### src/rtl/led_seq_pkg.sv
// rtl/led_seq_pkg.sv - shared modes, FSM/direction encodings and initial patterns for the LED sequencer
package led_seq_pkg;

  // Pattern modes as presented on the mode input
  localparam logic [1:0] MODE_BLINK  = 2'd0;
  localparam logic [1:0] MODE_BOUNCE = 2'd1;
  localparam logic [1:0] MODE_COUNT  = 2'd2;
  localparam logic [1:0] MODE_FILL   = 2'd3;

  // Widest pattern the INIT helper can describe
  localparam int MAX_WIDTH = 64;

  typedef enum logic {
    IDLE = 1'b0,
    RUN  = 1'b1
  } state_t;

  typedef enum logic {
    LEFT  = 1'b0,
    RIGHT = 1'b1
  } dir_t;

  // Starting pattern for a mode; callers truncate to their own width.
  // BLINK alternates bits with the MSB set, so width 8 gives 0xAA.
  function automatic logic [MAX_WIDTH-1:0] init_pattern(input logic [1:0] mode, input int width);
    logic [MAX_WIDTH-1:0] p;
    p = '0;
    if (mode == MODE_BLINK) begin
      for (int i = 0; i < MAX_WIDTH; i++) begin
        if ((i < width) && (((width - 1 - i) % 2) == 0)) begin
          p[i] = 1'b1;
        end
      end
    end else if (mode == MODE_BOUNCE) begin
      p[0] = 1'b1;
    end
    return p;
  endfunction

endpackage

### src/rtl/led_pwm_gate.sv
// rtl/led_pwm_gate.sv - free-running PWM counter that gates the pattern onto the LEDs
module led_pwm_gate #(
  parameter int WIDTH    = 8,
  parameter int PWM_BITS = 4
) (
  input  logic                clock,
  input  logic                reset,
  input  logic [PWM_BITS-1:0] brightness,
  input  logic [WIDTH-1:0]    pat,
  output logic [WIDTH-1:0]    leds
);

  logic [PWM_BITS-1:0] pwm_cnt;
  logic                lit;

  // Full-scale brightness is forced on so all-ones means 100% rather than (2^N-1)/2^N
  assign lit = (brightness == {PWM_BITS{1'b1}}) || (pwm_cnt < brightness);

  // Counter free-runs and is cleared only by reset
  always_ff @(posedge clock) begin
    if (reset) begin
      pwm_cnt <= '0;
    end else begin
      pwm_cnt <= pwm_cnt + 1'b1;
    end
  end

  // Registered masking, so leds trails pat by one cycle
  always_ff @(posedge clock) begin
    if (reset) begin
      leds <= '0;
    end else begin
      leds <= lit ? pat : '0;
    end
  end

endmodule

### src/rtl/led_pattern_sequencer.sv
// rtl/led_pattern_sequencer.sv - step-driven LED pattern FSM with PWM brightness and wrap pulse
module led_pattern_sequencer
  import led_seq_pkg::*;
#(
  parameter int WIDTH    = 8,
  parameter int PWM_BITS = 4
) (
  input  logic                clock,
  input  logic                reset,
  input  logic                step,
  input  logic [1:0]          mode,
  input  logic [PWM_BITS-1:0] brightness,
  output logic [WIDTH-1:0]    leds,
  output logic                wrap
);

  localparam logic [WIDTH-1:0] ONE  = WIDTH'(1);
  localparam logic [WIDTH-1:0] ONES = {WIDTH{1'b1}};

  state_t           state;
  dir_t             dir;
  logic [1:0]       mode_q;
  logic [WIDTH-1:0] pat;

  logic [WIDTH-1:0] init_pat;
  logic [WIDTH-1:0] blink_init;
  logic [WIDTH-1:0] adv_pat;
  dir_t             adv_dir;
  logic             adv_wrap;

  // Starting patterns: the one for the requested mode, and BLINK's for its wrap test
  always_comb begin
    init_pat   = WIDTH'(init_pattern(mode, WIDTH));
    blink_init = WIDTH'(init_pattern(MODE_BLINK, WIDTH));
  end

  // Next pattern, direction and wrap flag for an ordinary advance in the latched mode
  always_comb begin
    adv_pat  = pat;
    adv_dir  = dir;
    adv_wrap = 1'b0;
    case (mode_q)
      MODE_BLINK: begin
        adv_pat  = ~pat;
        adv_wrap = (~pat == blink_init);
      end
      MODE_BOUNCE: begin
        if (dir == LEFT) begin
          if (pat[WIDTH-1]) begin
            adv_pat = pat >> 1;
            adv_dir = RIGHT;
          end else begin
            adv_pat = pat << 1;
          end
        end else begin
          adv_pat = pat >> 1;
        end
        // Arriving back at bit 0 closes the cycle; this also covers WIDTH=2
        if (adv_pat == ONE) begin
          adv_dir  = LEFT;
          adv_wrap = 1'b1;
        end
      end
      MODE_COUNT: begin
        adv_pat  = pat + ONE;
        adv_wrap = (pat == ONES);
      end
      default: begin
        if (pat == ONES) begin
          adv_pat  = '0;
          adv_wrap = 1'b1;
        end else begin
          adv_pat = (pat << 1) | ONE;
        end
      end
    endcase
  end

  // Pattern FSM: first step loads, later steps advance or reload on a mode change
  always_ff @(posedge clock) begin
    if (reset) begin
      state  <= IDLE;
      pat    <= '0;
      mode_q <= MODE_BLINK;
      dir    <= LEFT;
      wrap   <= 1'b0;
    end else begin
      wrap <= 1'b0;
      case (state)
        IDLE: begin
          if (step) begin
            mode_q <= mode;
            pat    <= init_pat;
            dir    <= LEFT;
            state  <= RUN;
          end
        end
        RUN: begin
          if (step) begin
            if (mode != mode_q) begin
              mode_q <= mode;
              pat    <= init_pat;
              dir    <= LEFT;
            end else begin
              pat  <= adv_pat;
              dir  <= adv_dir;
              wrap <= adv_wrap;
            end
          end
        end
        default: begin
          state <= IDLE;
        end
      endcase
    end
  end

  led_pwm_gate #(
    .WIDTH   (WIDTH),
    .PWM_BITS(PWM_BITS)
  ) u_pwm_gate (
    .clock     (clock),
    .reset     (reset),
    .brightness(brightness),
    .pat       (pat),
    .leds      (leds)
  );

endmodule

### config.mk
export PLATFORM = sky130hd
export DESIGN_NAME = led_pattern_sequencer
export DESIGN_NICKNAME = d
export VERILOG_FILES = /design/src/rtl/led_seq_pkg.sv /design/src/rtl/led_pwm_gate.sv /design/src/rtl/led_pattern_sequencer.sv
export SDC_FILE = /design/constraint.sdc
export NUM_CORES = 1
export LEC_CHECK = 0
export CORE_ASPECT_RATIO = 0.8
export CORE_MARGIN = 5
export CORE_UTILIZATION = 45
export DETAILED_ROUTE_END_ITERATION = 8
export PLACE_DENSITY_LB_ADDON = 0.05
export SYNTH_ARGS = -nofsm -noshare
export SYNTH_HDL_FRONTEND = slang
export SYNTH_HIERARCHICAL = 1
export SYNTH_SLANG_ARGS = --single-unit
### constraint.sdc
create_clock -name clock -period 1.5 [get_ports clock]
set_input_delay 0.45 -clock clock [delete_from_list [all_inputs] [get_ports clock]]
set_output_delay 0.45 -clock clock [all_outputs]
set_load 0.01 [all_outputs]
### Yosys cells after proc, flatten, opt, wreduce, memory -nomap -nowiden

Index checks and enable logic that the tools add are counted.

* flip-flop bits (word level): 25
* input bits: 9
* output and inout port bits: 9
* word-level logic and storage cells: 63

* $add $sub $neg: 2
* order comparisons: 1
* equal/unequal tests: 12
* muxes and demuxes: 29
* bitwise gates (word level): 4
* reductions and logical operators: 8

Operators with widths (number)
* $mux 8: 7
* $pmux 8 s3: 1
* $eq 8x8->1 const B: 2
* $pmux 8 s2: 1
* $mux 1: 14
* $add 8x1->8 const B: 1
* $eq 8x1->1 const B: 1
* $not 8->8: 1
* $mux 2: 3
* $reduce_and 3->1: 2
* $add 4x1->4 const B: 1
* $eq 2x1->1 const B: 2
* $eq 4x4->1 const B: 1
* $logic_not 2->1: 2
* $lt 4x4->1: 1
* $ne 2x2->1 const B: 2
* $pmux 2 s2: 1
* $reduce_or 4->1: 1
* $ne 3x1->1 const B: 1
* $not 1->1: 3
* $pmux 1 s3: 1
* $eq 2x2->1 const B: 1
* $ne 2x1->1 const B: 1
* $ne 2x2->1: 1
* other kinds (4): 4

### Logic depth before layout (Yosys ltp)

Gate-level depths: netlist of the first run.

* depth after elaboration: 9
* gate-level depth with buffers: 8
* mapped depth without buffers: 7

### Cells and area by module

The synthesis of the first run kept the hierarchy.

Modules (own cells, without submodules)
* led_pattern_sequencer: times used 1, cells an instance 128, area each 1032.2 um^2, sequential area each 260.2 um^2
* led_pwm_gate: times used 1, cells an instance 48, area each 488.0 um^2, sequential area each 240.2 um^2

### Worst setup path before layout of the first run

Ideal clock, no wire load.

* kind: reg2reg
* start point: reg pat[0]
* end point: reg pat[0]
* library setup time: 129 ps
* data arrival time: 1513 ps
* required time: 1371 ps
* slack: -143 ps
* cell stages (with the launch flop): 7
* buffers on the path: 0
* clock period less this slack: 1643 ps
* path through: dfxtp_1 ha_1 nand4_1 o211a_1 a211oi_1 o221ai_1 nor2b_1

* longest elaborated chain between the ends: 6
* elaborated cells on any way between the ends: 8
* classes of those cells: 1 x add/sub; 1 x eq/ne; 5 x mux; 1 x bitwise

Ends and longest elaborated chain
* start: declaration: line led_pattern_sequencer.sv:23 `logic [WIDTH-1:0] pat;`
* start signal: assignment: line led_pattern_sequencer.sv:93 `pat <= init_pat;`
* start signal: assignment: line led_pattern_sequencer.sv:102 `pat <= init_pat;`
* start signal: assignment: line led_pattern_sequencer.sv:105 `pat <= adv_pat;`
* parallel branches: the longest is 2 deep, another holds $add 8x1->8
* $pmux 8 s3 (*): line led_pattern_sequencer.sv:42 `case (mode_q)`
* $mux 8 (*): line led_pattern_sequencer.sv:100 `if (mode != mode_q) begin`
* $mux 8 (*): line led_pattern_sequencer.sv:99 `if (step) begin`
* $pmux 8 s2 (*): line led_pattern_sequencer.sv:89 `case (state)`

Mark *: on every way between the ends. The select of a mux whose other input is x is not followed.
A chain may end at the register's enable or synchronous reset.

### Worst setup path after layout of the first run

* start point: reg pat[0]
* end point: reg pat[5]

The elaborated chain is that of the path after synthesis.

==> flow_summary_export.csv, run 1 <==
group,metric,value,unit
status,status,"finished with violations",
status,violations,"setup timing",
timing,fmaxAchievable,0.628,GHz
finish,drive_above_1_share,0.404,
timing,fin_crit_sh,1.06,
worst_setup_path,slowest_delay,0.37,ns
die,die_area,4650,sq um
detailed_routing,drc,0,
place,finalWeightedCongestion,0.939,
pwr,power_density,678,nW/um^2
global_route,first_global_vias,1508,
yosys,synth_area_leaders,"dfxtp_1 33%, a21oi_1 6.6%, ha_1 4.9%",
clocking,numCtsBuffers,3,
pwr,leakagePower,0.924,nW
yosys,synthArstFlopShare,0,
clocking,clock_sinks,25,
yosys,synth.distinct_cells,45,
finish,postLayoutCellArea,2270,sq um
die,die_h,62.0,um
pwr,vdd_ir_drop_max,490,uV
worst_hold_path,hp-class,"register to register",
detailed_routing,routedWlPerCell,17.7,um
worst_setup_path,crit_required,1.65,ns
detailed_routing,first_iter_violations,222,
worst_setup_path,cpMaxStageDelayCell,"a221oi_1",
finish,layout.nets,246,
global_route,grt_max_degree,21,
yosys,synth_area_leader_cell,"dfxtp_1",
yosys,synth.ff_latch_count,25,
detailed_routing,drt_wl_total,4780,um
place,portBuffers,17,
worst_setup_path,crit_arrival,1.75,ns
timing,period_minus_slack,1.59,ns
yosys,yosys_warnings,6,
worst_setup_path,crit_family,"compound AO/OA/AOI/OAI gates",
detailed_routing,vias_per_cell,5.84,
clocking,tritoncts,"built",
timing,rsz0062_at_grt,"true",
detailed_routing,firstDrtPassIters,4,
die,ioPinCount,18,
yosys,synth_area_per_cell,8.64,sq um
timing,tightest_slew,0.361,ns
yosys,synth.most_common_cell,"dfxtp_1",
worst_setup_path,end_kind,"register",
finish,fillers,247,
clocking,clk_pin_slew,0.09,ns
worst_setup_path,worstPathBufferInverterCount,0,
clocking,insertion_delay,0.27,ns
flow_run,cap_violations,0,
global_route,grt_pass1_wl,7180,um
global_route,antenna_found_initial,0,
clocking,cts_max_level,1,
yosys,synth_area,1520,sq um
global_route,grt_overflow,0,
clocking,clk_path_buf_depth,2,
timing,slew_viol_final,0,
timing,slew_headroom,0.759,
finish,synthToLayoutAreaGrowth,49.4,%
yosys,synth_nets,191,
die,start_util,0.479,
worst_setup_path,worstSetupPathType,"register to register",
yosys,synth_flop_cell,"dfxtp_1",
timing,setup_slack,-0.0924,ns
finish,antennaDiodeCount,0,
detailed_routing,vias,1577,
place,dpl-instance-area,2020,sq um
yosys,synth_edf_count,0,
yosys,syn_inst,176,
yosys,synth_common_cells,"25 x dfxtp_1, 20 x a21oi_1, 13 x nor2_1, 10 x nand2b_1, 9 x nand2_1",
place,dp_hpwl,3300,um
worst_setup_path,cp_max_fo,4,
timing,finalHoldViolations,0,
timing,setup_viol,2,
timing,skew,0.00242,ns
global_route,grt_usage,0.207,
worst_setup_path,worstSetupStartpointType,"register",
pwr,total_power,0.00154,W
yosys,ys_seq_area_frac,0.329,
worst_setup_path,crit_chain,"ha_4, nand4_1, o211a_4, a221oi_1, o22ai_1",
clocking,cts_root_buf,"clkbuf_8",
die,coreArea,3180,sq um
die,rows,18,
die,die_x,75.0,um
detailed_routing,route.antenna.remaining_nets,0,
yosys,synth_top_area_frac,0.329,
==> stage by stage <==
step / setup TNS, ns / std cells / worst slack, ns / hold WS [ns] / utilization
final: -0.130 / 270 / -0.0924 / 0.496 / 0.715
after global routing: -0.531 / 270 / -0.187 / 0.522 / 0.715
after CTS: -0.0735 / 262 / -0.0336 / 0.499 / 0.665
after detailed placement: -8.83 / 257 / -0.693 / 0.479 / 0.636
after global placement: -8.07 / 257 / -0.597 / 0.461 / 0.636
after floorplan: -0.0135 / 176 / -0.00932 / 0.423 / -
==> layout by cell type (no fill, tap or decap), types with 2 or more instances in the layout <==
cell	synthesis	routed
a31oi_1	3	2
nor3_1	2	2
clkbuf_2	0	2
dfxtp_2	0	4
xnor2_4	0	2
dlygate4sd2_1	0	12
buf_12	0	3
nand2_1	9	9
o221ai_1	2	2
ha_1	6	3
o21ai_1	2	3
inv_1	7	3
clkbuf_8	0	3
o21ai_0	5	3
a21oi_1	20	14
a21oi_2	0	6
ha_4	0	3
a221oi_1	3	2
a211oi_2	0	2
nand4_1	4	4
nor2_1	13	11
xnor2_1	4	4
dfxtp_1	25	19
clkdlybuf4s50_1	0	2
o2111ai_1	2	2
dfxtp_4	0	2
o22ai_1	3	3
nand3_1	6	6
mux2i_1	7	7
nor2_4	0	3
xor2_1	2	2
inv_2	2	5
nand2b_1	10	10
nor2b_1	2	2
buf_6	2	3
buf_4	0	41
==> state kept, by name (all words and copies together) (netlist names) <==
name / flops
wrap: 1
dir: 1
u_pwm_gate/pwm_cnt: 4
state: 1
u_pwm_gate/leds: 8
pat: 8
mode_q: 2
==> cells by family after synthesis <==
kind of cell    Yosys count  share of synthesized area
xor+xnor                  8                     0.0560
flops                    25                      0.329
simple gates             53                      0.185
fa+ha+maj                 6                     0.0494
compound gates           54                      0.262
mux                       7                     0.0461
buf+inv                  23                     0.0724
==> power breakdown <==
part / internal [W] / switching [W] / leakage [nW]
combinational: 0.000203 / 0.000206 / 0.694
sequential: 0.000689 / 0.0000309 / 0.207
clock: 0.000190 / 0.000219 / 0.0228
total: 0.00108 / 0.000456 / 0.924
==> per-layer routing <==
metal | GRT usage | share of wire | wire (um)
met1 | 0.267 | 0.43 | 2070
met2 | 0.345 | 0.49 | 2320
met3 | 0.0531 | 0.070 | 336
met4 | 0.0533 | 0.011 | 52
met5 | 0 | 0 | 0
==> area by class of cell <==
cell class	count	area [sq um]	share of cell area
clock buffers	4	45.0	0.0198
flip-flops and latches	25	513	0.226
multi-input cells	128	1080	0.475
repair buffers	64	547	0.241
inverters	9	37.5	0.0165
well taps	40	50.0	0.0220
==> worst paths after layout <==
kind / end / slack, ns / cells past startpoint / start
max: pat[5] / -0.09 / 5 / pat[0]
min: u_pwm_gate/pwm_cnt[0] / 0.50 / 1 / u_pwm_gate/pwm_cnt[0]
max reg2reg: pat[5] / -0.09 / 5 / pat[0]
min reg2reg: u_pwm_gate/pwm_cnt[0] / 0.50 / 1 / u_pwm_gate/pwm_cnt[0]
==> repair_timing <==
action	in CTS	in global routing
hold endpoints to repair	0	0
hold buffers	0	0
pin swaps	9	11
endpoints found under the setup margin	27	10
setup buffers	1	8
resized for setup	29	30
Power figures use the tool's default switching activity.
==> run 2, diff against run 1 <==
--- a/config.mk
+++ b/config.mk
@@ -7,8 +7,9 @@
 export LEC_CHECK = 0
 export CORE_ASPECT_RATIO = 0.8
 export CORE_MARGIN = 5
-export CORE_UTILIZATION = 45
+export CORE_UTILIZATION = 40
 export DETAILED_ROUTE_END_ITERATION = 8
+export MAX_ROUTING_LAYER = met4
 export PLACE_DENSITY_LB_ADDON = 0.05
 export SYNTH_ARGS = -nofsm -noshare
 export SYNTH_HDL_FRONTEND = slang
==> flow_summary_export.csv, run 2 (synthesis gave the netlist of run 1 again) <==
group,metric,value,unit
status,status,"finished clean",
timing,fin_crit_sh,0.988,
clocking,clock_sinks,25,
clocking,tritoncts,"built",
die,die_area,5140,sq um
global_route,use_met3,0.0370,
detailed_routing,route.antenna.remaining_nets,0,
worst_setup_path,crit_required,1.70,ns
clocking,clk_pin_slew,0.09,ns
worst_hold_path,hp-class,"register to register",
die,start_util,0.408,
die,coreArea,3730,sq um
timing,finalHoldViolations,0,
worst_setup_path,end_kind,"register",
detailed_routing,routedWlPerCell,17.4,um
global_route,antenna_found_initial,0,
detailed_routing,drc,0,
timing,rsz0062_at_grt,"true",
worst_setup_path,worstSetupPathType,"register to register",
finish,mostFrequentLayoutCells,"50 x buf_4, 18 x dfxtp_1, 16 x a21oi_1, 13 x nor2_1, 12 x dlygate4sd2_1",
pwr,power.internal,0.00108,W
die,rows,20,
finish,multi_input_area,1100,sq um
place,portBuffers,17,
global_route,grt_pass1_wl,7970,um
place,dp_hpwl,3430,um
clocking,cts_root_buf,"clkbuf_8",
global_route,first_global_vias,1531,
clocking,clk_path_buf_depth,2,
timing,setup_slack,0.0181,ns
place,post-place-ws,-0.617,ns
pwr,comb_power_share,0.270,
clocking,cts_max_level,1,
global_route,grt_overflow,0,
pwr,net-switching-power,0.000451,W
pwr,p_clk_frac,0.260,
worst_setup_path,cp_max_fo,4,
finish,synthToLayoutAreaGrowth,52.1,%
clocking,holdBufCountCts,0,
finish,layout.nets,252,
die,die_x,78.9,um
pwr,total_power,0.00154,W
global_route,grt_usage,0.204,
pwr,power_density,664,nW/um^2
global_route,grt_use_met2,0.319,
finish,layout_commonest_cell,"buf_4",
place,finalWeightedCongestion,0.923,
clocking,insertion_delay,0.27,ns
global_route,grt_max_degree,17,
global_route,busiest_layer,"met2",
finish,top_regs,"pat x8, u_pwm_gate/leds x8, u_pwm_gate/pwm_cnt x4",
die,ioPinCount,18,
clocking,numCtsBuffers,3,
finish,fillers,312,
detailed_routing,first_iter_violations,154,
timing,fmaxAchievable,0.675,GHz
flow_run,cap_violations,0,
timing,setup_viol,0,
detailed_routing,firstDrtPassIters,4,
pwr,pwr-share-seq,0.470,
timing,period_minus_slack,1.48,ns
worst_setup_path,worstSetupStartpointType,"register",
worst_setup_path,crit_arrival,1.68,ns
timing,tightest_slew,0.448,ns
finish,postLayoutCellArea,2310,sq um
global_route,use_met1,0.285,
timing,skew,0.00438,ns
finish,layout.area.seq,512,sq um
finish,drive_above_1_share,0.419,
pwr,swShare,0.294,
pwr,vdd_ir_drop_max,424,uV
detailed_routing,vias,1587,
timing,setup-tns-final,0,ns
timing,slew_headroom,0.698,
finish,antennaDiodeCount,0,
detailed_routing,drt_wl_total,4890,um
timing,slew_viol_final,0,
die,die_h,65.1,um
pwr,leakagePower,0.947,nW
detailed_routing,vias_per_cell,5.67,
place,dpl-instance-area,2020,sq um
==> run 2: layout make-up <==
cell class | count | share of cell area
multi-input combinational | 128 | 0.476
timing repair buffer | 70 | 0.242
sequential | 25 | 0.221
tap | 44 | 0.0238
clock buffer | 4 | 0.0195
inverter | 9 | 0.0173
==> run 2: metrics by stage <==
stage / hold WS (ns) / utilization / std cells
2_1_floorplan: 0.423 / - / 176
3_3_place_gp: 0.463 / 0.543 / 264
3_5_place_dp: 0.482 / 0.543 / 264
4_1_cts: 0.502 / 0.581 / 273
5_1_grt: 0.517 / 0.620 / 280
6_report: 0.500 / 0.620 / 280
==> run 2: worst paths after layout <==
kind,start,endpoint,slack (ns),cells past startpoint
setup / recovery,mode_q[0],pat[6],0.02,6
hold / removal,u_pwm_gate/pwm_cnt[0],u_pwm_gate/pwm_cnt[0],0.50,1
setup reg to reg,mode_q[0],pat[6],0.02,6
hold reg to reg,u_pwm_gate/pwm_cnt[0],u_pwm_gate/pwm_cnt[0],0.50,1
==> run 2: power by group through the flow <==
| stage | logic [W] | clock network [W] | registers (W) |
|---|---|---|---|
| final | 0.000415 | 0.000400 | 0.000721 |
| after global routing | 0.000447 | 0.000441 | 0.000724 |
| after CTS | 0.000370 | 0.000412 | 0.000718 |
| after detailed placement | 0.000348 | 0 | 0.000734 |
| after global placement | 0.000346 | 0 | 0.000735 |
| after floorplan | 0.000203 | 0 | 0.000729 |
==> run 2: layer usage <==
layer / routed length (um) / up-vias
met5: 0 / -
met4: 36 / 0
met3: 330 / 6
met2: 2260 / 57
met1: 2260 / 760
li1: - / 764
==> run 2: what timing repair did <==
item	4_1_cts	5_1_grt
resized for setup	34	25
pin swaps	11	11
endpoints found under the setup margin	27	10
endpoints found under the hold margin	0	0
setup buffers	5	8
==> run 2: worst max-delay path: stages (launching register included) <==
cell	delay (ns)
dfxtp_2	0.35
buf_6	0.13
xnor2_4	0.16
nand4_4	0.14
or2_4	0.30
o32ai_4	0.19
o2bb2ai_1	0.13
==> run 3, diff against run 2 <==
--- a/config.mk
+++ b/config.mk
@@ -5,7 +5,6 @@
 export SDC_FILE = /design/constraint.sdc
 export NUM_CORES = 1
 export LEC_CHECK = 0
-export CORE_ASPECT_RATIO = 0.8
 export CORE_MARGIN = 5
 export CORE_UTILIZATION = 40
 export DETAILED_ROUTE_END_ITERATION = 8
==> flow_summary_export.csv, run 3 (synthesis gave the netlist of run 1 again) <==
group,metric,value,unit
status,status,"finished with violations",
status,violations,"setup timing",
place,portBuffers,17,
worst_setup_path,worstPathBufferInverterCount,0,
worst_hold_path,hp-class,"register to register",
die,ioPinCount,18,
global_route,antenna_found_initial,0,
die,coreArea,3660,sq um
timing,skew,0.00400,ns
timing,setup_viol,3,
finish,drive_above_1_share,0.424,
global_route,grt_overflow,0,
die,die_x,71.7,um
detailed_routing,drc,0,
worst_setup_path,worstSetupPathType,"register to register",
clocking,clock_sinks,25,
worst_setup_path,crit_family,"compound AO/OA/AOI/OAI gates",
finish,layout.nets,247,
die,rows,22,
timing,tightest_slew,0.404,ns
worst_setup_path,worstReg2RegStart,"pat[1]",
pwr,power_density,663,nW/um^2
finish,antennaDiodeCount,0,
finish,fin_cells,279,
timing,finalHoldViolations,0,
pwr,vdd_ir_drop_max,345,uV
worst_setup_path,end_kind,"register",
clocking,cts_root_buf,"clkbuf_8",
worst_setup_path,crit_chain,"ha_4, nand4_1, o211a_4, a211oi_2, o221ai_1, nor2b_2",
timing,rsz0062_at_grt,"true",
flow_run,cap_violations,0,
clocking,numCtsBuffers,3,
clocking,cts_max_level,1,
place,dpl-instance-area,2010,sq um
clocking,insertion_delay,0.26,ns
detailed_routing,first_iter_violations,74,
global_route,grt_usage,0.185,
worst_setup_path,crit_arrival,1.71,ns
place,dp_cells,266,
pwr,total_power,0.00152,W
worst_hold_path,holdPathStages,1,
die,die_h,71.7,um
worst_setup_path,slowest_delay,0.37,ns
clocking,holdBufCountCts,0,
pwr,leakagePower,0.920,nW
clocking,clk_pin_slew,0.09,ns
clocking,clk_path_buf_depth,2,
finish,layout_commonest_cell,"buf_4",
place,dp_hpwl,3140,um
clocking,tritoncts,"built",
timing,slew_viol_final,0,
detailed_routing,routedWlPerCell,16.0,um
timing,setup_slack,-0.0482,ns
finish,postLayoutCellArea,2290,sq um
worst_setup_path,worstSetupStartpointType,"register",
global_route,grt_pass1_wl,7420,um
timing,fin_crit_sh,1.03,
detailed_routing,vias_per_cell,5.56,
worst_setup_path,crit_required,1.67,ns
worst_setup_path,cp_max_fo,4,
finish,fillers,320,
finish,top_regs,"pat x8, u_pwm_gate/leds x8, u_pwm_gate/pwm_cnt x4",
worst_setup_path,reg2reg_to,"pat[0]",
global_route,grt_max_degree,17,
place,finalWeightedCongestion,0.867,
finish,mostFrequentLayoutCells,"44 x buf_4, 17 x dfxtp_1, 13 x nor2_1, 13 x a21oi_1, 12 x dlygate4sd2_1",
die,die_area,5130,sq um
finish,synthToLayoutAreaGrowth,50.7,%
worst_setup_path,worstRegToRegCells,6,
detailed_routing,vias,1552,
place,post-place-ws,-0.559,ns
worst_hold_path,min_from,"u_pwm_gate/pwm_cnt[0]",
worst_setup_path,cpMaxStageDelayCell,"dfxtp_2",
timing,slew_headroom,0.727,
detailed_routing,route.antenna.remaining_nets,0,
global_route,first_global_vias,1553,
die,start_util,0.415,
worst_hold_path,whs_endpoint,"u_pwm_gate/pwm_cnt[0]",
timing,period_minus_slack,1.55,ns
detailed_routing,drt_wl_total,4480,um
detailed_routing,firstDrtPassIters,4,
timing,fmaxAchievable,0.646,GHz
worst_setup_path,r2r_slack,-0.05,ns
run 3: changes by cell type in the layout (fill, tap and decap cells not counted), moves of 3 or more:
cell / before / now
a21oi_1: 16 / 13
a21oi_2: 4 / 7
a31oi_1: 0 / 3
buf_4: 50 / 44
run 3: area by class of cell:
cell class / instances / area, sq um / share of cell area
multi-input cells: 128 / 1120 / 0.488
inverters: 9 / 33.8 / 0.0147
flip-flops and latches: 25 / 513 / 0.224
repair buffers: 65 / 520 / 0.227
well taps: 48 / 60.1 / 0.0262
clock buffers: 4 / 45.0 / 0.0197
run 3: per-layer routing:
layer / vias to the layer above / routed length, um / GRT usage
li1: 755 / - / -
met1: 744 / 1880 / 0.215
met2: 45 / 2300 / 0.316
met3: 8 / 216 / 0.0281
met4: 0 / 81 / 0.0772
met5: - / 0 / -
run 3: worst max-delay path by stage:
stage               slack [ns]  endpoint  startpoint  cells after the start
floorplan               -0.009    pat[0]      pat[4]                      6
global placement         -0.56    pat[3]     mode[1]                      6
detailed placement       -0.56    pat[3]     mode[1]                      6
CTS                      -0.03    pat[0]      pat[0]                      6
global route             -0.13    pat[0]      pat[1]                      6
finish                   -0.05    pat[0]      pat[1]                      6
run 3: power breakdown:
group	leakage (nW)	internal, W	switching [W]	total [W]
clock network	0.0228	0.000190	0.000208	0.000397
registers	0.207	0.000689	0.0000296	0.000719
logic	0.690	0.000198	0.000204	0.000402
run 3: worst reg2reg max path, delay by kind of cell, from the launching register on:
| family | cells | cell delay [ns] |
|---|---|---|
| adders and majority gates | 1 | 0.14 |
| AOI/OAI and AO/OA | 3 | 0.62 |
| and+or+nand+nor | 2 | 0.32 |
| DFF | 1 | 0.37 |
run 3: what timing repair did:
action,4_1_cts,5_1_grt
setup endpoints to repair,27,10
setup buffers,0,9
pin swaps,9,9
resized for setup,30,32
run 3: stage by stage:
stage / TNS (ns) / hold WS, ns / utilization
floorplan: -0.0135 / 0.423 / -
global placement: -7.82 / 0.457 / 0.550
detailed placement: -8.32 / 0.468 / 0.550
CTS: -0.0716 / 0.489 / 0.576
global route: -0.564 / 0.526 / 0.626
finish: -0.0547 / 0.489 / 0.626
==> RTL change 1, RTL diff (flow settings as in run 3) <==
`PWM_BITS` is set to 4 in 2 places; all go to 6.
--- a/src/rtl/led_pwm_gate.sv
+++ b/src/rtl/led_pwm_gate.sv
@@ -2,5 +2,5 @@
 module led_pwm_gate #(
   parameter int WIDTH    = 8,
-  parameter int PWM_BITS = 4
+  parameter int PWM_BITS = 6
 ) (
   input  logic                clock,
--- a/src/rtl/led_pattern_sequencer.sv
+++ b/src/rtl/led_pattern_sequencer.sv
@@ -4,5 +4,5 @@
 #(
   parameter int WIDTH    = 8,
-  parameter int PWM_BITS = 4
+  parameter int PWM_BITS = 6
 ) (
   input  logic                clock,
Interface: changed (resized brightness); port bits go from 18 to 20. The function was not compared with the original's and may differ.
==> RTL change 1 against run 3 <==
  * Power grew 4.3%
  * Design area grew 5.2%
  * Area after synthesis grew 7.6%
  * Worst setup slack gained 0.048 ns
  * Critical path depth is the same
  * Cell count grew 4.3%
  * Critical path type unchanged
  * Fmax grew 3.2%
  * Non-clock buffer count is the same
  * Sequential cell count grew 2
  * Clock power grew 11%
  * Clock skew shrank 0.0014 ns
  * Routed wire length grew 6.1%
==> RTL change 1: results (changes against run 3) <==
| Metric | Value |
|---|---|
| CP max-delay cell | dfxtp_4 (was dfxtp_2) |
| Status | finished clean (was finished with violations) |
| GP Congestion | 0.931 (was 0.867) |
| Starting DRC count in detailed routing | 203 (was 74) |
| WL met1 | 2030 um (was 1880 um) |
| First-pass GRT wire length | 7730 um (was 7420 um) |
| CP peak stage delay | 0.37 ns (about the same) |
| Clock slew at reported path FFs | 0.10 ns |
| Post-layout net count | 261 (was 247) |
| Initial antenna violation count | 0 (unchanged) |
| Synth area leaders | dfxtp_1, ha_1, o211a_1, a21oi_1, mux2i_1 (was dfxtp_1, a21oi_1, ha_1, mux2i_1, nand2b_1) |
| Num CTS Buffers | 3 (unchanged) |
| DR WL/cell | 16.3 um (was 16.0 um) |
| Vias in the first global route | 1598 (was 1553) |
| Dpl hpwl | 3440 um (was 3140 um) |
| Share of layout cells above drive strength 1 | 0.369 (was 0.424) |
| Regs by FF count | pat (8), u_pwm_gate/leds (8), u_pwm_gate/pwm_cnt (6) (was pat (8), u_pwm_gate/leds (8), u_pwm_gate/pwm_cnt (4)) |
| Adder-Cell Fraction of Synth Area | 0.0612 (was 0.0494) |
| Distinct cells, synth | 44 (was 45) |
| Reg2Reg Depth | 6 (unchanged) |
| Root buf cell | clkbuf_8 (unchanged) |
| Hold EP | u_pwm_gate/pwm_cnt[0] (unchanged) |
| Slew HR | 0.724 (was 0.727) |
| Sequential fraction of the synthesis area | 0.331 (was 0.329) |
| Top fanout value on the critical path | 6 (was 4) |
| Crit-path leading delay family | simple AND/OR/NAND/NOR gates (was compound AO/OA/AOI/OAI gates) |
| Place WS | -0.607 ns (was -0.559 ns) |
| Worst R2R End | pat[1] (was pat[0]) |
| Hold_ws | 0.483 ns (was 0.489 ns) |
| Fraction of synthesized area in multiplexers | 0.0428 (was 0.0461) |
| Largest family of logic cells by synthesized area | compound AO/OA/AOI/OAI gates (unchanged) |
| Hold path start | u_pwm_gate/pwm_cnt[0] (unchanged) |
| Syn. warnings | 6 (unchanged) |
| Most frequently used flop master after synthesis | dfxtp_1 (unchanged) |
| Worst flop-to-flop path startpoint | mode_q[1] (was pat[1]) |
| Post-synthesis compound-gate area fraction | 0.269 (was 0.262) |
| Met3 wire len | 281 um (was 216 um) |
| Clk_lat worst skew | 0.28 ns (was 0.26 ns) |
| Largest net degree at the start of global routing | 17 (unchanged) |
| WL met2 | 2360 um (was 2300 um) |
| Hold depth | 1 (unchanged) |
| DR vias | 1652 (was 1552) |
| Port Buffer Count | 19 (was 17) |
| Max VDD drop | 0.413 mV (was 0.345 mV) |
| Leakage | 1.05 nW (was 0.920 nW) |
| Total GRT Usage | 0.187 (was 0.185) |
| Drt pass-1 iters | 5 (was 4) |
| Mapped Nets | 204 (was 191) |
| Reg-to-reg slack, setup | 0.00001 ns (was -0.05 ns) |
| Skew final | 0.00262 ns (was 0.00400 ns) |
| Xor and xnor area share after synthesis | 0.0627 (was 0.0560) |
| # H-tree levels | 1 (unchanged) |
| Synth cell count leaders | dfxtp_1, nor2_1, a21oi_1 (was dfxtp_1, a21oi_1, nor2_1) |
==> RTL change 1: cell count changes after synthesis, sizes merged, moves of 3 or more <==
cell	run 3	this run
nand2b	10	3
o211a	1	9
a21oi	20	14
inv	9	12
nor2	14	17
==> RTL change 1: timing repair <==
action	in CTS	in global routing
pin swaps	15	10
buffers inserted	3	1
endpoints found under the hold margin	0	0
hold buffers	0	0
resized for setup	33	25
endpoints found under the setup margin	27	17
==> RTL change 1: cells by family after synthesis <==
group	Yosys count
flip-flops	27
buffers and inverters	25
AO/OA/AOI/OAI	55
AND/OR/NAND/NOR	53
multiplexers	7
XOR/XNOR	10
adder cells (fa/ha/maj)	8
==> RTL change 1: cell type report <==
type                            instances  area, um^2
Fill cell                             346        1560
Inverter                               12        47.5
Clock inverter                          1        7.51
Tap cell                               50        62.6
Timing Repair Buffer                   65         536
Clock buffer                            3        41.3
Sequential cell                        27         562
Multi-Input combinational cell        133        1150
==> RTL change 1: how the worst max path moves through the flow <==
stage / end / cells after the start / start
final: pat[1] / 6 / mode_q[1]
after detailed placement: pat[6] / 6 / mode[1]
after global placement: pat[6] / 6 / mode[1]
after global routing: pat[0] / 6 / pat[1]
after floorplan: pat[0] / 6 / pat[0]
after CTS: pat[0] / 6 / pat[1]
==> RTL change 1: per-layer routing <==
layer | track usage | up-vias
met5 | - | -
met4 | 0.0483 | 0
met3 | 0.0270 | 9
met2 | 0.315 | 68
met1 | 0.236 | 775
li1 | - | 800
==> RTL change 1: through the flow <==
step                setup TNS (ns)  std cells  area (um^2)  power (mW)  utilization
floorplan                  -0.0126        185         1680       0.979            -
global placement             -9.43        284         2200        1.13        0.553
detailed placement          -10.23        284         2200        1.13        0.553
CTS                        -0.0562        291         2310        1.57        0.582
global route                -0.279        291         2410        1.66        0.607
finish                           0        291         2410        1.58        0.607
==> RTL change 1: power breakdown <==
group | switching, mW | internal, mW
combinational | 0.191 | 0.190
sequential | 0.0258 | 0.738
clock | 0.250 | 0.189
total | 0.467 | 1.12
==> RTL change 2, RTL diff (config.mk and constraints of run 3) <==
Without the edit above. Remove the case item `MODE_COUNT` of the case on `mode_q`.
--- a/src/rtl/led_pattern_sequencer.sv
+++ b/src/rtl/led_pattern_sequencer.sv
@@ -61,8 +61,4 @@
           adv_wrap = 1'b1;
         end
-      end
-      MODE_COUNT: begin
-        adv_pat  = pat + ONE;
-        adv_wrap = (pat == ONES);
       end
       default: begin
Check against the original RTL: not equivalent (a bounded check fails within 10 cycles, from zero or initial values and one cycle with reset high).
==> RTL change 2 against run 3 <==
  * Area after synthesis is 4.0% lower
  * Critical path type is now input pin to flop
  * Sequential cell count stayed put
  * Worst setup slack better by 0.11 ns
  * Design area is 16% lower
  * Clock skew is 0.0021 ns lower
  * Die area is 3.5% lower
  * Power is 3.1% lower
  * Routed wire length is 13% lower
==> RTL change 2: results (changes against run 3) <==
| Metric | Value |
|---|---|
| Diode count | 0 (unchanged) |
| Status | finished clean (was finished with violations) |
| # H-tree levels | 1 (unchanged) |
| Vias in the first global route | 1398 (was 1553) |
| Top fanout value on the critical path | 4 (unchanged) |
| Slew HR | 0.719 (was 0.727) |
| Synth area leaders | dfxtp_1, a21oi_1, nand2b_1, ha_1, nor2_1 (was dfxtp_1, a21oi_1, ha_1, mux2i_1, nand2b_1) |
| Total GRT Usage | 0.169 (was 0.185) |
| Clock slew at reported path FFs | 0.09 ns (about the same) |
| Dpl hpwl | 2970 um (was 3140 um) |
| Synth cell count leaders | dfxtp_1, a21oi_1, nor2_1 (unchanged) |
| Root buf cell | clkbuf_8 (unchanged) |
| Mapped Nets | 186 (was 191) |
| Leakage | 0.772 nW (was 0.920 nW) |
| Crit path DAT | 1.63 ns (was 1.71 ns) |
| Num CTS Buffers | 3 (unchanged) |
| Asr flop ratio synth | 0 (unchanged) |
| Drt pass-1 iters | 4 (unchanged) |
| Hold Crit Class | flop to flop (unchanged) |
| First-pass GRT wire length | 6620 um (was 7420 um) |
| Regs by FF count | pat (8), u_pwm_gate/leds (8), u_pwm_gate/pwm_cnt (4) (unchanged) |
| Skew final | 0.00186 ns (was 0.00400 ns) |
| Max Root-Sink Buffers | 2 (unchanged) |
| Cell with the most instances after synthesis | dfxtp_1 (unchanged) |
| Sequential fraction of the synthesis area | 0.343 (was 0.329) |
| Share of layout cells above drive strength 1 | 0.280 (was 0.424) |
| Port Buffer Count | 17 (unchanged) |
| Distinct cells, synth | 55 (was 45) |
| Fill cells | 356 (was 320) |
| Clk_lat worst skew | 0.28 ns (was 0.26 ns) |
| Largest net degree at the start of global routing | 18 (was 17) |
| Starting DRC count in detailed routing | 63 (was 74) |
| Post-layout net count | 221 (was 247) |
| DR WL/cell | 15.2 um (was 16.0 um) |
| Initial antenna violation count | 0 (unchanged) |
| Via-per-instance ratio | 5.59 (was 5.56) |
| Max VDD drop | 0.448 mV (was 0.345 mV) |
| Syn. warnings | 6 (unchanged) |
| GP Congestion | 0.915 (was 0.867) |
## RTL change 2: area by class of cell
type / instances / area, um^2 / area share
multi-input combinational: 126 / 936 / 0.484
sequential: 25 / 504 / 0.261
timing repair buffer: 45 / 362 / 0.187
tap: 48 / 60.1 / 0.0310
clock buffer: 3 / 41.3 / 0.0213
inverter: 7 / 26.3 / 0.0136
clock inverter: 1 / 5.00 / 0.00259
## RTL change 2: power by group
part	switching [mW]	internal (mW)	total (mW)
clock network	0.226	0.187	0.412
registers	0.0318	0.695	0.726
logic	0.176	0.156	0.332
## RTL change 2: routing by layer
layer  share of wire  vias up  global-route usage
met3           0.056       12              0.0273
met5               0        -                   -
met2            0.49       41               0.286
li1                -      705                   -
met4           0.033        0              0.0809
met1            0.42      668               0.192
## RTL change 2: kinds of logic after synthesis
logic type,count (synthesis),synth area share
adder cells (fa/ha/maj),4,0.0343
buffers and inverters,22,0.0695
AND/OR/NAND/NOR,63,0.260
AO/OA/AOI/OAI,53,0.256
multiplexers,2,0.0137
flip-flops,25,0.343
XOR/XNOR,4,0.0240
## RTL change 2: through the flow
step / instances / worst slack, ns / power [mW] / TNS, ns / instance area, um^2
finish: 255 / 0.0659 / 1.47 / 0 / 1930
CTS: 255 / 0.0397 / 1.48 / 0 / 1920
global route: 255 / -0.0257 / 1.54 / -0.0257 / 1930
floorplan: 173 / 0.150 / 0.926 / 0 / 1460
detailed placement: 251 / -0.458 / 1.06 / -6.88 / 1820
global placement: 251 / -0.366 / 1.05 / -6.13 / 1820
## RTL change 2: repair_timing
action,4_1_cts,5_1_grt
pin swaps,4,0
endpoints found under the setup margin,27,4
setup buffers,0,0
gates resized for setup,28,4
## RTL change 2: critical path, cell delays in order
cell and delay (ns):
dlygate4sd2_1 0.28, xor2_2 0.19, nor3b_2 0.31, o221ai_2 0.15, a221oi_2 0.24
## RTL change 2: path summary, 6_finish.rpt
kind / cells after the start / slack [ns] / startpoint / endpoint
max: 5 / 0.07 / mode[1] / pat[7]
min: 1 / 0.49 / u_pwm_gate/pwm_cnt[0] / u_pwm_gate/pwm_cnt[0]
max reg2reg: 5 / 0.09 / pat[4] / pat[7]
min reg2reg: 1 / 0.49 / u_pwm_gate/pwm_cnt[0] / u_pwm_gate/pwm_cnt[0]
